--- src/rtl/mips_control_fsm_if.sv ---
// rtl/mips_control_fsm_if.sv - opcode in, control word out, between the multicycle datapath and its control FSM
//
// master : the control FSM (samples opcode, drives enables, mux selects, debug state, trap flag)
// slave  : the datapath side (drives opcode, consumes the control word)
interface mips_control_fsm_if;
    logic [5:0] opcode;
    logic       IorD;
    logic       IRWrite;
    logic       MemWrite;
    logic       PCWrite;
    logic       Branch;
    logic       RegWrite;
    logic       RegDst;
    logic       MemtoReg;
    logic       ALUSrcA;
    logic [1:0] ALUSrcB;
    logic [1:0] PCSrc;
    logic [1:0] ALUOp;
    logic [3:0] state;
    logic       illegal_op;

    modport master (
        input  opcode,
        output IorD, IRWrite, MemWrite, PCWrite, Branch, RegWrite,
        output RegDst, MemtoReg, ALUSrcA, ALUSrcB, PCSrc, ALUOp,
        output state, illegal_op
    );

    modport slave (
        output opcode,
        input  IorD, IRWrite, MemWrite, PCWrite, Branch, RegWrite,
        input  RegDst, MemtoReg, ALUSrcA, ALUSrcB, PCSrc, ALUOp,
        input  state, illegal_op
    );
endinterface

--- src/rtl/mips_control_fsm.sv ---
// rtl/mips_control_fsm.sv - Moore control FSM for a multicycle MIPS subset (lw, sw, R-type, beq, addi, j)
//
// Ports:
//   clk    : single clock, rising edge
//   rst_n  : synchronous active-low reset
//   bus    : mips_control_fsm_if.master (opcode in; control word, debug state, illegal_op out)
// Optional feature: define ILLEGAL_OP_TRAP_EN to park unsupported opcodes in ERROR
// (illegal_op=1) until reset; otherwise they fall back to FETCH and illegal_op is 0.
module mips_control_fsm (
    input  logic                     clk,
    input  logic                     rst_n,
    mips_control_fsm_if.master       bus
);

    typedef enum logic [3:0] {
        FETCH    = 4'd0,
        DECODE   = 4'd1,
        MEMADR   = 4'd2,
        MEMRD    = 4'd3,
        MEMWB    = 4'd4,
        MEMWR    = 4'd5,
        EXECUTE  = 4'd6,
        ALUWB    = 4'd7,
        BRANCH   = 4'd8,
        ADDIEXEC = 4'd9,
        ADDIWB   = 4'd10,
        JUMP     = 4'd11,
        ERROR    = 4'd15
    } state_t;

    localparam logic [5:0] OP_LW   = 6'b100011;
    localparam logic [5:0] OP_SW   = 6'b101011;
    localparam logic [5:0] OP_RT   = 6'b000000;
    localparam logic [5:0] OP_BEQ  = 6'b000100;
    localparam logic [5:0] OP_ADDI = 6'b001000;
    localparam logic [5:0] OP_J    = 6'b000010;

    typedef struct packed {
        logic       iord;
        logic       ir_write;
        logic       mem_write;
        logic       pc_write;
        logic       branch;
        logic       reg_write;
        logic       reg_dst;
        logic       mem_to_reg;
        logic       alu_src_a;
        logic [1:0] alu_src_b;
        logic [1:0] pc_src;
        logic [1:0] alu_op;
`ifdef ILLEGAL_OP_TRAP_EN
        logic       illegal_op;
`endif
    } ctrl_t;

    // Opcode only matters in DECODE and MEMADR; every other state has a fixed successor.
    function automatic state_t next_state(input state_t s, input logic [5:0] op);
        case (s)
            FETCH:    return DECODE;
            DECODE: begin
                case (op)
                    OP_LW, OP_SW: return MEMADR;
                    OP_RT:        return EXECUTE;
                    OP_BEQ:       return BRANCH;
                    OP_ADDI:      return ADDIEXEC;
                    OP_J:         return JUMP;
`ifdef ILLEGAL_OP_TRAP_EN
                    default:      return ERROR;
`else
                    default:      return FETCH;
`endif
                endcase
            end
            MEMADR:   return (op == OP_LW) ? MEMRD : MEMWR;
            MEMRD:    return MEMWB;
            EXECUTE:  return ALUWB;
            ADDIEXEC: return ADDIWB;
`ifdef ILLEGAL_OP_TRAP_EN
            ERROR:    return ERROR;
`endif
            // write-back/terminal states and the unused codes 12-14 all restart
            default:  return FETCH;
        endcase
    endfunction

    function automatic ctrl_t decode_ctrl(input state_t s);
        ctrl_t c;
        c = '0;
        case (s)
            FETCH:    begin c.ir_write = 1'b1; c.pc_write = 1'b1; c.alu_src_b = 2'b01; end
            DECODE:   begin c.alu_src_b = 2'b11; end
            MEMADR:   begin c.alu_src_a = 1'b1; c.alu_src_b = 2'b10; end
            MEMRD:    begin c.iord = 1'b1; end
            MEMWB:    begin c.mem_to_reg = 1'b1; c.reg_write = 1'b1; end
            MEMWR:    begin c.iord = 1'b1; c.mem_write = 1'b1; end
            EXECUTE:  begin c.alu_src_a = 1'b1; c.alu_op = 2'b10; end
            ALUWB:    begin c.reg_dst = 1'b1; c.reg_write = 1'b1; end
            BRANCH:   begin c.alu_src_a = 1'b1; c.alu_op = 2'b01; c.pc_src = 2'b01; c.branch = 1'b1; end
            ADDIEXEC: begin c.alu_src_a = 1'b1; c.alu_src_b = 2'b10; end
            ADDIWB:   begin c.reg_write = 1'b1; end
            JUMP:     begin c.pc_src = 2'b10; c.pc_write = 1'b1; end
`ifdef ILLEGAL_OP_TRAP_EN
            ERROR:    begin c.illegal_op = 1'b1; end
`endif
            default:  c = '0;
        endcase
        return c;
    endfunction

    state_t state_q;
    ctrl_t  ctrl_q;
    ctrl_t  ctrl_view;

    // ctrl_q is loaded with the decode of the state being entered, so it always
    // equals decode_ctrl(state_q) without any combinational decode on the output.
    always_ff @(posedge clk) begin
        if (!rst_n) begin
            state_q <= FETCH;
            ctrl_q  <= decode_ctrl(FETCH);
        end else begin
            state_q <= next_state(state_q, bus.opcode);
            ctrl_q  <= decode_ctrl(next_state(state_q, bus.opcode));
        end
    end

    // While reset is held nothing may write: enables are masked, selects show FETCH.
    // Once rst_n rises the registered FETCH word goes live so FETCH executes on
    // the first released edge.
    always_comb begin
        ctrl_view = ctrl_q;
        if (!rst_n) begin
            ctrl_view           = '0;
            ctrl_view.alu_src_b = 2'b01;
        end
    end

    assign bus.IorD     = ctrl_view.iord;
    assign bus.IRWrite  = ctrl_view.ir_write;
    assign bus.MemWrite = ctrl_view.mem_write;
    assign bus.PCWrite  = ctrl_view.pc_write;
    assign bus.Branch   = ctrl_view.branch;
    assign bus.RegWrite = ctrl_view.reg_write;
    assign bus.RegDst   = ctrl_view.reg_dst;
    assign bus.MemtoReg = ctrl_view.mem_to_reg;
    assign bus.ALUSrcA  = ctrl_view.alu_src_a;
    assign bus.ALUSrcB  = ctrl_view.alu_src_b;
    assign bus.PCSrc    = ctrl_view.pc_src;
    assign bus.ALUOp    = ctrl_view.alu_op;
    assign bus.state    = state_q;
`ifdef ILLEGAL_OP_TRAP_EN
    assign bus.illegal_op = ctrl_view.illegal_op;
`else
    assign bus.illegal_op = 1'b0;
`endif

endmodule

--- src/flat_wrapper.sv ---
// flat-port wrapper written by rule: the top's interface ports become plain ports
module mips_control_fsm_flat 
  (clk, rst_n, bus_opcode, bus_IorD, bus_IRWrite, bus_MemWrite, bus_PCWrite, bus_Branch, bus_RegWrite, bus_RegDst, bus_MemtoReg, bus_ALUSrcA, bus_ALUSrcB, bus_PCSrc, bus_ALUOp, bus_state, bus_illegal_op);
  mips_control_fsm_if bus_i ();
  input  logic clk;
  input  logic rst_n;
  input wire logic [$bits(bus_i.opcode)-1:0] bus_opcode;
  output wire logic [$bits(bus_i.IorD)-1:0] bus_IorD;
  output wire logic [$bits(bus_i.IRWrite)-1:0] bus_IRWrite;
  output wire logic [$bits(bus_i.MemWrite)-1:0] bus_MemWrite;
  output wire logic [$bits(bus_i.PCWrite)-1:0] bus_PCWrite;
  output wire logic [$bits(bus_i.Branch)-1:0] bus_Branch;
  output wire logic [$bits(bus_i.RegWrite)-1:0] bus_RegWrite;
  output wire logic [$bits(bus_i.RegDst)-1:0] bus_RegDst;
  output wire logic [$bits(bus_i.MemtoReg)-1:0] bus_MemtoReg;
  output wire logic [$bits(bus_i.ALUSrcA)-1:0] bus_ALUSrcA;
  output wire logic [$bits(bus_i.ALUSrcB)-1:0] bus_ALUSrcB;
  output wire logic [$bits(bus_i.PCSrc)-1:0] bus_PCSrc;
  output wire logic [$bits(bus_i.ALUOp)-1:0] bus_ALUOp;
  output wire logic [$bits(bus_i.state)-1:0] bus_state;
  output wire logic [$bits(bus_i.illegal_op)-1:0] bus_illegal_op;
  assign bus_i.opcode = bus_opcode;
  assign bus_IorD = bus_i.IorD;
  assign bus_IRWrite = bus_i.IRWrite;
  assign bus_MemWrite = bus_i.MemWrite;
  assign bus_PCWrite = bus_i.PCWrite;
  assign bus_Branch = bus_i.Branch;
  assign bus_RegWrite = bus_i.RegWrite;
  assign bus_RegDst = bus_i.RegDst;
  assign bus_MemtoReg = bus_i.MemtoReg;
  assign bus_ALUSrcA = bus_i.ALUSrcA;
  assign bus_ALUSrcB = bus_i.ALUSrcB;
  assign bus_PCSrc = bus_i.PCSrc;
  assign bus_ALUOp = bus_i.ALUOp;
  assign bus_state = bus_i.state;
  assign bus_illegal_op = bus_i.illegal_op;
  mips_control_fsm u_core (.clk(clk), .rst_n(rst_n), .bus(bus_i));
endmodule
--- config.mk ---
export PLATFORM = sky130hd
export DESIGN_NAME = mips_control_fsm_flat
export DESIGN_NICKNAME = d
export VERILOG_FILES = /design/src/rtl/mips_control_fsm_if.sv /design/src/rtl/mips_control_fsm.sv /design/src/flat_wrapper.sv
export SDC_FILE = /design/constraint.sdc
export NUM_CORES = 1
export LEC_CHECK = 0
export CORE_UTILIZATION = 44
export DETAILED_ROUTE_END_ITERATION = 8
export GPL_TIMING_DRIVEN = 0
export PLACE_DENSITY_LB_ADDON = 0.15
export REMOVE_ABC_BUFFERS = 1
export SYNTH_ARGS = -nofsm -noshare
export SYNTH_HDL_FRONTEND = slang
export SYNTH_SLANG_ARGS = --single-unit
--- constraint.sdc ---
create_clock -name clk -period 1.99 [get_ports clk]
set_clock_uncertainty 0.2 [all_clocks]
set_input_delay 0.398 -clock clk [delete_from_list [all_inputs] [get_ports clk]]
set_output_delay 0.398 -clock clk [all_outputs]
set_load 0.05 [all_outputs]
# After elaboration in Yosys (flattened, before gate mapping)
# Index checks and enable logic that the tools add are counted.
[word_totals] reg_bits=19
[classes] n_reduce_logical=9 n_mux=17 n_eq_ne=21
[op_table] operator="case mux 4 bit (6 select lines)" n=1
[op_table] operator="== test 4 x 3 -> 1 bit, second input constant" n=5
[op_table] operator="== test 4 bit, second input constant" n=5
[op_table] operator="case mux 4 bit (5 select lines)" n=1
[op_table] operator="== test 4 x 2 -> 1 bit, second input constant" n=4
[op_table] operator="two-way mux 15 bit" n=1
[op_table] operator="== test 6 bit, second input constant" n=2
[op_table] operator="two-way mux 1 bit" n=9
[op_table] operator="== test 4 x 1 -> 1 bit, second input constant" n=2
[op_table] operator="logical NOT 4 bit" n=2
[op_table] operator="case mux 2 bit (2 select lines)" n=2
[op_table] operator="OR reduction 2 bit" n=4
[op_table] operator="== test 6 x 2 -> 1 bit, second input constant" n=1
[op_table] operator="== test 6 x 3 -> 1 bit, second input constant" n=1
[op_table] operator="== test 6 x 4 -> 1 bit, second input constant" n=1
[op_table] operator="logical NOT 6 bit" n=1
[op_table] operator="case mux 2 bit (3 select lines)" n=1
[op_table] operator="two-way mux 4 bit" n=1
[op_table] operator="OR reduction 4 bit" n=1
[op_table] operator="two-way mux 3 bit" n=1
[op_table] operator="OR reduction 3 bit" n=1

# Longest topological paths before layout
# Gate-level depths: netlist (run 1).
[logic_depth] depth_word=8 depth_mapped=6

# Worst setup path after synthesis (run 1)
# Ideal clock, no wire load.
[synth_path] kind="register to register" from="register u_core.state_q[3] (netlist: u_core.bus.state[3])" to="register u_core.ctrl_q[6] (netlist bit)" t_arrival_ns=1.890 stages_incl_launch_ff=7 setup_slack_ns=-0.170 period_less_slack_ns=2.160 t_required_ns=1.720 path_cell_list="dfxtp_1 > buf_2 > nand4bb_1 > a21boi_1 > a32oi_4 > or2_2 > a21oi_1"
[synth_between] elab_chain_cells=6
[synth_rtl] item="from (decl)" line="mips_control_fsm.sv:110" source="state_t state_q;"
[synth_rtl] item="from (signal assigned)" line="mips_control_fsm.sv:121" source="state_q <= next_state(state_q, bus.opcode);"
[synth_rtl] item="== test 4 bit, or another cell as far along" line="mips_control_fsm.sv:58" source="case (s)"
[synth_rtl] item="case mux 4 bit (6 select lines) (*)" line="mips_control_fsm.sv:58"
[synth_rtl] item="two-way mux 4 bit (*)" line="mips_control_fsm.sv:117" source="if (!rst_n) begin"
[synth_rtl] item="== test 4 x 3 -> 1 bit, or another cell as far along" line="mips_control_fsm.sv:89" source="case (s)"
[synth_rtl] item="OR reduction 4 bit (no line) (*)"
[synth_rtl] item="two-way mux 1 bit (*)" line="mips_control_fsm.sv:89"
[synth_rtl] item="to (signal assigned)" line="mips_control_fsm.sv:119" source="ctrl_q <= decode_ctrl(FETCH);"
[synth_rtl] item="to (signal assigned)" line="mips_control_fsm.sv:122" source="ctrl_q <= decode_ctrl(next_state(state_q, bus.opcode));"
[synth_rtl] item="to (decl)" line="mips_control_fsm.sv:111" source="ctrl_t ctrl_q;"
# Every way passes the cells marked *; elsewhere a longest branch is shown, timed or not. The select of a mux whose other input is x is not followed.
# A chain may end at the register's enable or synchronous reset.

# Worst setup path in the final report (run 1)
[layout_path] from="input bus_opcode[5]" to="register u_core.ctrl_q[9] (netlist bit)"
[layout_between] elab_chain_cells=8
[layout_rtl] item="from (decl)" line="flat_wrapper.sv:7" source="input wire logic [$bits(bus_i.opcode)-1:0] bus_opcode;"
[layout_rtl] item="== test 6 bit, on equally long branches" line="mips_control_fsm.sv:61, mips_control_fsm.sv:74"
[layout_rtl] item="OR reduction 2 bit" line="mips_control_fsm.sv:61" source="case (op)"
[layout_rtl] item="case mux 4 bit (5 select lines)" line="mips_control_fsm.sv:61"
[layout_rtl] item="case mux 4 bit (6 select lines) (*)" line="mips_control_fsm.sv:58"
[layout_rtl] item="two-way mux 4 bit (*)" line="mips_control_fsm.sv:117"
[layout_rtl] item="== test 4 bit / == test 4 x 3 -> 1 bit (equally long branches)" line="mips_control_fsm.sv:89"
[layout_rtl] item="OR reduction 3 bit (no line) (*)"
[layout_rtl] item="two-way mux 1 bit (*)" line="mips_control_fsm.sv:89"
# Marks and branches as above.

==> flow_summary.ini, run 1 <==
[status]
status = finished clean

[sta]
hold_viol = 0
max_freq_ghz = 0.516
final-setup-viol-count = 0
maxSlewViolCount = 0
rsz0062_at_grt = no
timing.final.crit_share_pct = 97.5
period_minus_slack_ns = 1.94

[finish]
final_cells = 150
postLayoutCellArea_um2 = 1280
drive_gt1_share_pct = 36.8
syn_to_final_growth_pct = 46.0
nNetsFinal = 134
antenna_cells = 0

[critical_path]
critPathCaptureType = register
cp_num_buf_inv = 1
crit_start = bus_opcode[5]
crit_required_ns = 1.97
cp_slowest_cell = or4_4
start_kind = primary input
path_cells = dlygate4sd2_1, or4_4, o31ai_4, and2_4, nand2b_2, and3_1
critPathArrivalTime_ns = 1.92
r2r_slack_ns = 0.13
path_class = in -> reg
max_stage_delay_ns = 0.58
path_max_fanout = 5
rr_startpoint = u_core.bus.state[3]
crit_family = simple AND/OR/NAND/NOR gates

[yosys]
ys_ff_latch = 17
yosysTopAreaCellShare_pct = 38.9
synth_ff_type = dfxtp_1
synth_edf_count = 0
syn_area_per_cell_um2 = 9.03
synth-seq-area-share_pct = 38.9
yosys_warnings = 0
synth_area_leader_cell = dfxtp_1
synth_cell_type_count = 38
synth_cells = 97
syn_area_um2 = 876
synthArstFlopShare_pct = 0
synth_area_leaders = dfxtp_1 (39%), and2_1 (9.3%), nor2_1 (3.4%)

[floorplan]
start_util_pct = 48.6
coreArea_um2 = 1800
dieHeight_um = 46.6
die_area_um2 = 2170
io_pins = 28
die_w_um = 46.6
rows = 15

[placement]
placedCellCount = 142
post-dp-hpwl_um = 1230
port_buffers = 26
dpl_cell_area_um2 = 1130
place.gp.congestion = 0.784

[global_routing]
grt_usage_pct = 20.1
grt_first_pass_wirelength_um = 3040
antenna_found_initial = 0
grt_pass1_vias = 696
grt_start_max_net_pins = 22
overflow = 0

[cts]
cts.root.buffer_cell = clkbuf_4
cts_max_level = 1
cts_hold_buf = 0
clk_pin_slew_worst_paths_ns = 0.08
cts_tree = done
clockBufferDepth = 2
insertion_delay_ns = 0.28
cts-buffers-inserted = 3
cts.sinks = 17

[drt]
vias = 783
drtIter0Drc = 13
totalWireLength_um = 1940
drc = 0
firstDrtPassIters = 4
ant_nets = 0
via_per_inst = 5.22
wl_per_cell_um = 12.9

[power]
ir_worst_vdd_mv = 0.438
leakage_nw = 0.480
power.density_nw_per_um2 = 519

[min_path]
min_from = rst_n
hold_path_class = in -> reg

[flow_run]
max-cap-violations = 0
## cells by family (layout without fill, tap and decap cells)
logic type,Yosys count,after routing,share of synthesized area [%]
compound gates,16,17,17.4
xor+xnor,2,2,2.00
buf+inv,9,36,5.29
flops,17,17,38.9
other cells,1,1,0.428
simple gates,52,52,36.0
## where the power goes
group / leakage [nW] / switching [W] / internal [W]
clock: 0.0150 / 0.0000958 / 0.0000778
combinational: 0.325 / 0.0000852 / 0.0000499
sequential: 0.140 / 0.00000619 / 0.000349
total: 0.480 / 0.000187 / 0.000477
## path summary, 6_finish.rpt
kind	cells past startpoint	end
setup / recovery	6	u_core.ctrl_q[9]
hold / removal	2	u_core.ctrl_q[11]
setup reg to reg	5	u_core.ctrl_q[6]
hold reg to reg	3	u_core.bus.state[0]
## sequential cells by signal, indices dropped and copies added, names as in the netlist
signal,flops
u_core.ctrl_q,13
u_core.bus.state,4
## layout make-up
type | count | area (um2)
multi-input cells | 72 | 582
fillers | 149 | 523
flip-flops and latches | 17 | 344
repair buffers | 29 | 284
well taps | 25 | 31.3
clock buffers | 4 | 26.3
inverters | 3 | 11.3
## synthesized netlist by cell type, types with 2 or more instances
library cell,count
dfxtp_1,17
nor3b_1,2
and2_1,13
inv_1,3
xnor2_1,2
buf_4,3
nor2_1,8
nor3_1,5
nand2b_1,2
nand3_1,3
a21oi_1,5
nand2_1,5
and3_1,2
clkbuf_1,2
o21ai_0,2
## cell usage in the layout (no fill, tap or decap), drive strengths merged, types with 2 or more instances in the layout
cell / instances
nor2: 9
nor3: 6
dfxtp: 17
dlygate4sd2: 9
a21oi: 5
clkdlybuf4s15: 16
buf: 4
nand2b: 3
o21ai: 2
inv: 3
nor3b: 3
nand2: 5
and3: 2
nand3: 3
o31ai: 2
a32oi: 2
and2: 14
clkbuf: 4
xnor2: 2
a21boi: 2
## metal layers
metal / global-route usage [%] / vias up / part of all wire, %
li1: - / 392 / -
met1: 24.0 / 362 / 45
met2: 35.0 / 29 / 50
met3: 5.88 / 0 / 5.3
met4: 5.14 / 0 / 0
met5: 0 / - / 0
## what timing repair did
action                     CTS  global route
resized for setup           69             9
buffers inserted             3             0
pin swaps                    3             2
setup endpoints to repair   33            30
cloned                       1             0
## through the flow
stage	util (%)	TNS [ns]	total power (W)	setup slack, ns	hold slack [ns]
floorplan	-	-1.42	0.000440	-0.161	0.260
global placement	62.8	-19.71	0.000485	-0.900	0.479
detailed placement	62.8	-19.94	0.000487	-0.918	0.489
CTS	70.1	0	0.000669	0.00175	0.378
global route	71.0	0	0.000698	0.0106	0.250
finish	71.0	0	0.000664	0.0502	0.240
## worst register-to-register path, delay by kind of cell (launching register included)
kind	cells	cell delay [ns]
AND/OR/NAND/NOR	2	0.58
AO/OA/AOI/OAI	3	0.57
flip-flops	1	0.45
Note: power is estimated with default switching activity, not from simulation.
==> run 2, diff against run 1 <==
--- a/config.mk
+++ b/config.mk
@@ -5,6 +5,7 @@
 export SDC_FILE = /design/constraint.sdc
 export NUM_CORES = 1
 export LEC_CHECK = 0
+export CORE_MARGIN = 2
 export CORE_UTILIZATION = 44
 export DETAILED_ROUTE_END_ITERATION = 8
 export GPL_TIMING_DRIVEN = 0
==> flow_summary.ini, run 2 (synthesized netlist as in run 1, its figures left out) <==
[sta]
fin_ws_ns = 0.0216
timing.final.crit_share_pct = 98.9
final-setup-viol-count = 0
period_minus_slack_ns = 1.97
max_freq_ghz = 0.508
hold_viol = 0
maxSlewViolCount = 0
whs_ns = 0.234
fin_tns_setup_ns = 0

[global_routing]
grt_first_pass_wirelength_um = 3370
grt_start_max_net_pins = 22
overflow = 0
grt_pass1_vias = 737
antenna_found_initial = 0
grt_usage_pct = 18.0

[floorplan]
die_area_um2 = 2360
coreArea_um2 = 1920
dieHeight_um = 48.6
io_pins = 28
start_util_pct = 45.6
die_w_um = 48.6
rows = 16

[power]
seqPwrFrac_pct = 53.2
ir_worst_vdd_mv = 0.498
intPower_w = 0.000479
leakage_nw = 0.488
clkPwrFrac_pct = 26.1
power.density_nw_per_um2 = 516
power_switching_w = 0.000192
swShare_pct = 28.6
p_comb_share_pct = 20.7

[min_path]
min_from = rst_n
hold_path_class = in -> reg
hold_depth = 2
min_to = u_core.ctrl_q[11]

[cts]
insertion_delay_ns = 0.28
cts-buffers-inserted = 3
cts_hold_buf = 0
clockBufferDepth = 2
cts_tree = done
clk_pin_slew_worst_paths_ns = 0.08
cts_max_level = 1
cts.sinks = 17
cts.root.buffer_cell = clkbuf_4

[critical_path]
critPathCaptureType = register
reg2reg_to = u_core.ctrl_q[6]
reg2regPathDepth = 5
crit_required_ns = 1.97
r2r_slack_ns = 0.13
path_max_fanout = 5
rr_startpoint = u_core.bus.state[3]
critPathArrivalTime_ns = 1.95
start_kind = primary input
path_class = in -> reg

[drt]
wl_per_cell_um = 13.0
drc = 0
vias = 814
drtIter0Drc = 8
ant_nets = 0
totalWireLength_um = 2010
via_per_inst = 5.29
firstDrtPassIters = 4

[placement]
place.gp.congestion = 0.768
placedCellCount = 144
port_buffers = 26
pre_cts_ws_ns = -0.921
post-dp-hpwl_um = 1220

[finish]
antenna_cells = 0
nFillCells = 170
syn_to_final_growth_pct = 48.3
drive_gt1_share_pct = 39.4
final_cell_mix = clkdlybuf4s15_2 (14), dfxtp_1 (14), and2_1 (13)
nNetsFinal = 136
top_register = u_core.ctrl_q
fin_util_pct = 67.6
largest_reg_flops = 13
final_cells = 154

[flow_run]
max-cap-violations = 0

[status]
status = finished clean
run 2: layout make-up:
type                    instances  area (um2)  area share (%)
flip-flops and latches         17         344            26.5
multi-input cells              72         589            45.4
clock buffers                   4        26.3            2.02
well taps                      27        33.8            2.60
inverters                       3        11.3           0.867
repair buffers                 31         294            22.6
run 2: metrics by stage:
stage,area (um2),total power (W)
CTS,1280,0.000661
global placement,1130,0.000486
detailed placement,1130,0.000487
floorplan,841,0.000440
global route,1300,0.000695
finish,1300,0.000671
run 2: repair_timing:
item	4_1_cts	5_1_grt
setup endpoints to repair	34	26
resized for setup	68	12
cloned	1	0
setup buffers	5	0
pin swaps	3	1
endpoints found under the hold margin	0	0
run 2: per-layer routing:
layer  vias up  share of wire, %  GRT usage (%)
li1        397                 -              -
met1       396                44           22.4
met2        19                52           31.1
met3         2               4.0           4.63
met4         0              0.65           4.29
met5         -                 0              0
run 2: how the worst max path moves through the flow:
stage	slack, ns	startpoint	cells after the start	end
after floorplan	-0.16	u_core.bus.state[0]	5	u_core.ctrl_q[11]
after global placement	-0.91	rst_n	3	bus_Branch
after detailed placement	-0.92	rst_n	3	bus_ALUOp[0]
after CTS	0.004	rst_n	3	bus_ALUOp[0]
after global routing	-0.004	bus_opcode[0]	6	u_core.ctrl_q[9]
final	0.02	bus_opcode[0]	6	u_core.ctrl_q[9]
run 2: worst max-delay path, cell delays in order:
cell           delay (ns)
dlygate4sd2_1        0.26
or4_4                0.58
o31ai_4              0.23
and2_4               0.22
nand2b_2             0.09
and3_1               0.17
run 2: power by group through the flow:
stage | combinational, W | sequential, W | clock [W]
2_1_floorplan | 0.0000713 | 0.000369 | 0
3_3_place_gp | 0.000124 | 0.000362 | 0
3_5_place_dp | 0.000125 | 0.000362 | 0
4_1_cts | 0.000132 | 0.000355 | 0.000174
5_1_grt | 0.000149 | 0.000357 | 0.000188
6_report | 0.000139 | 0.000356 | 0.000175
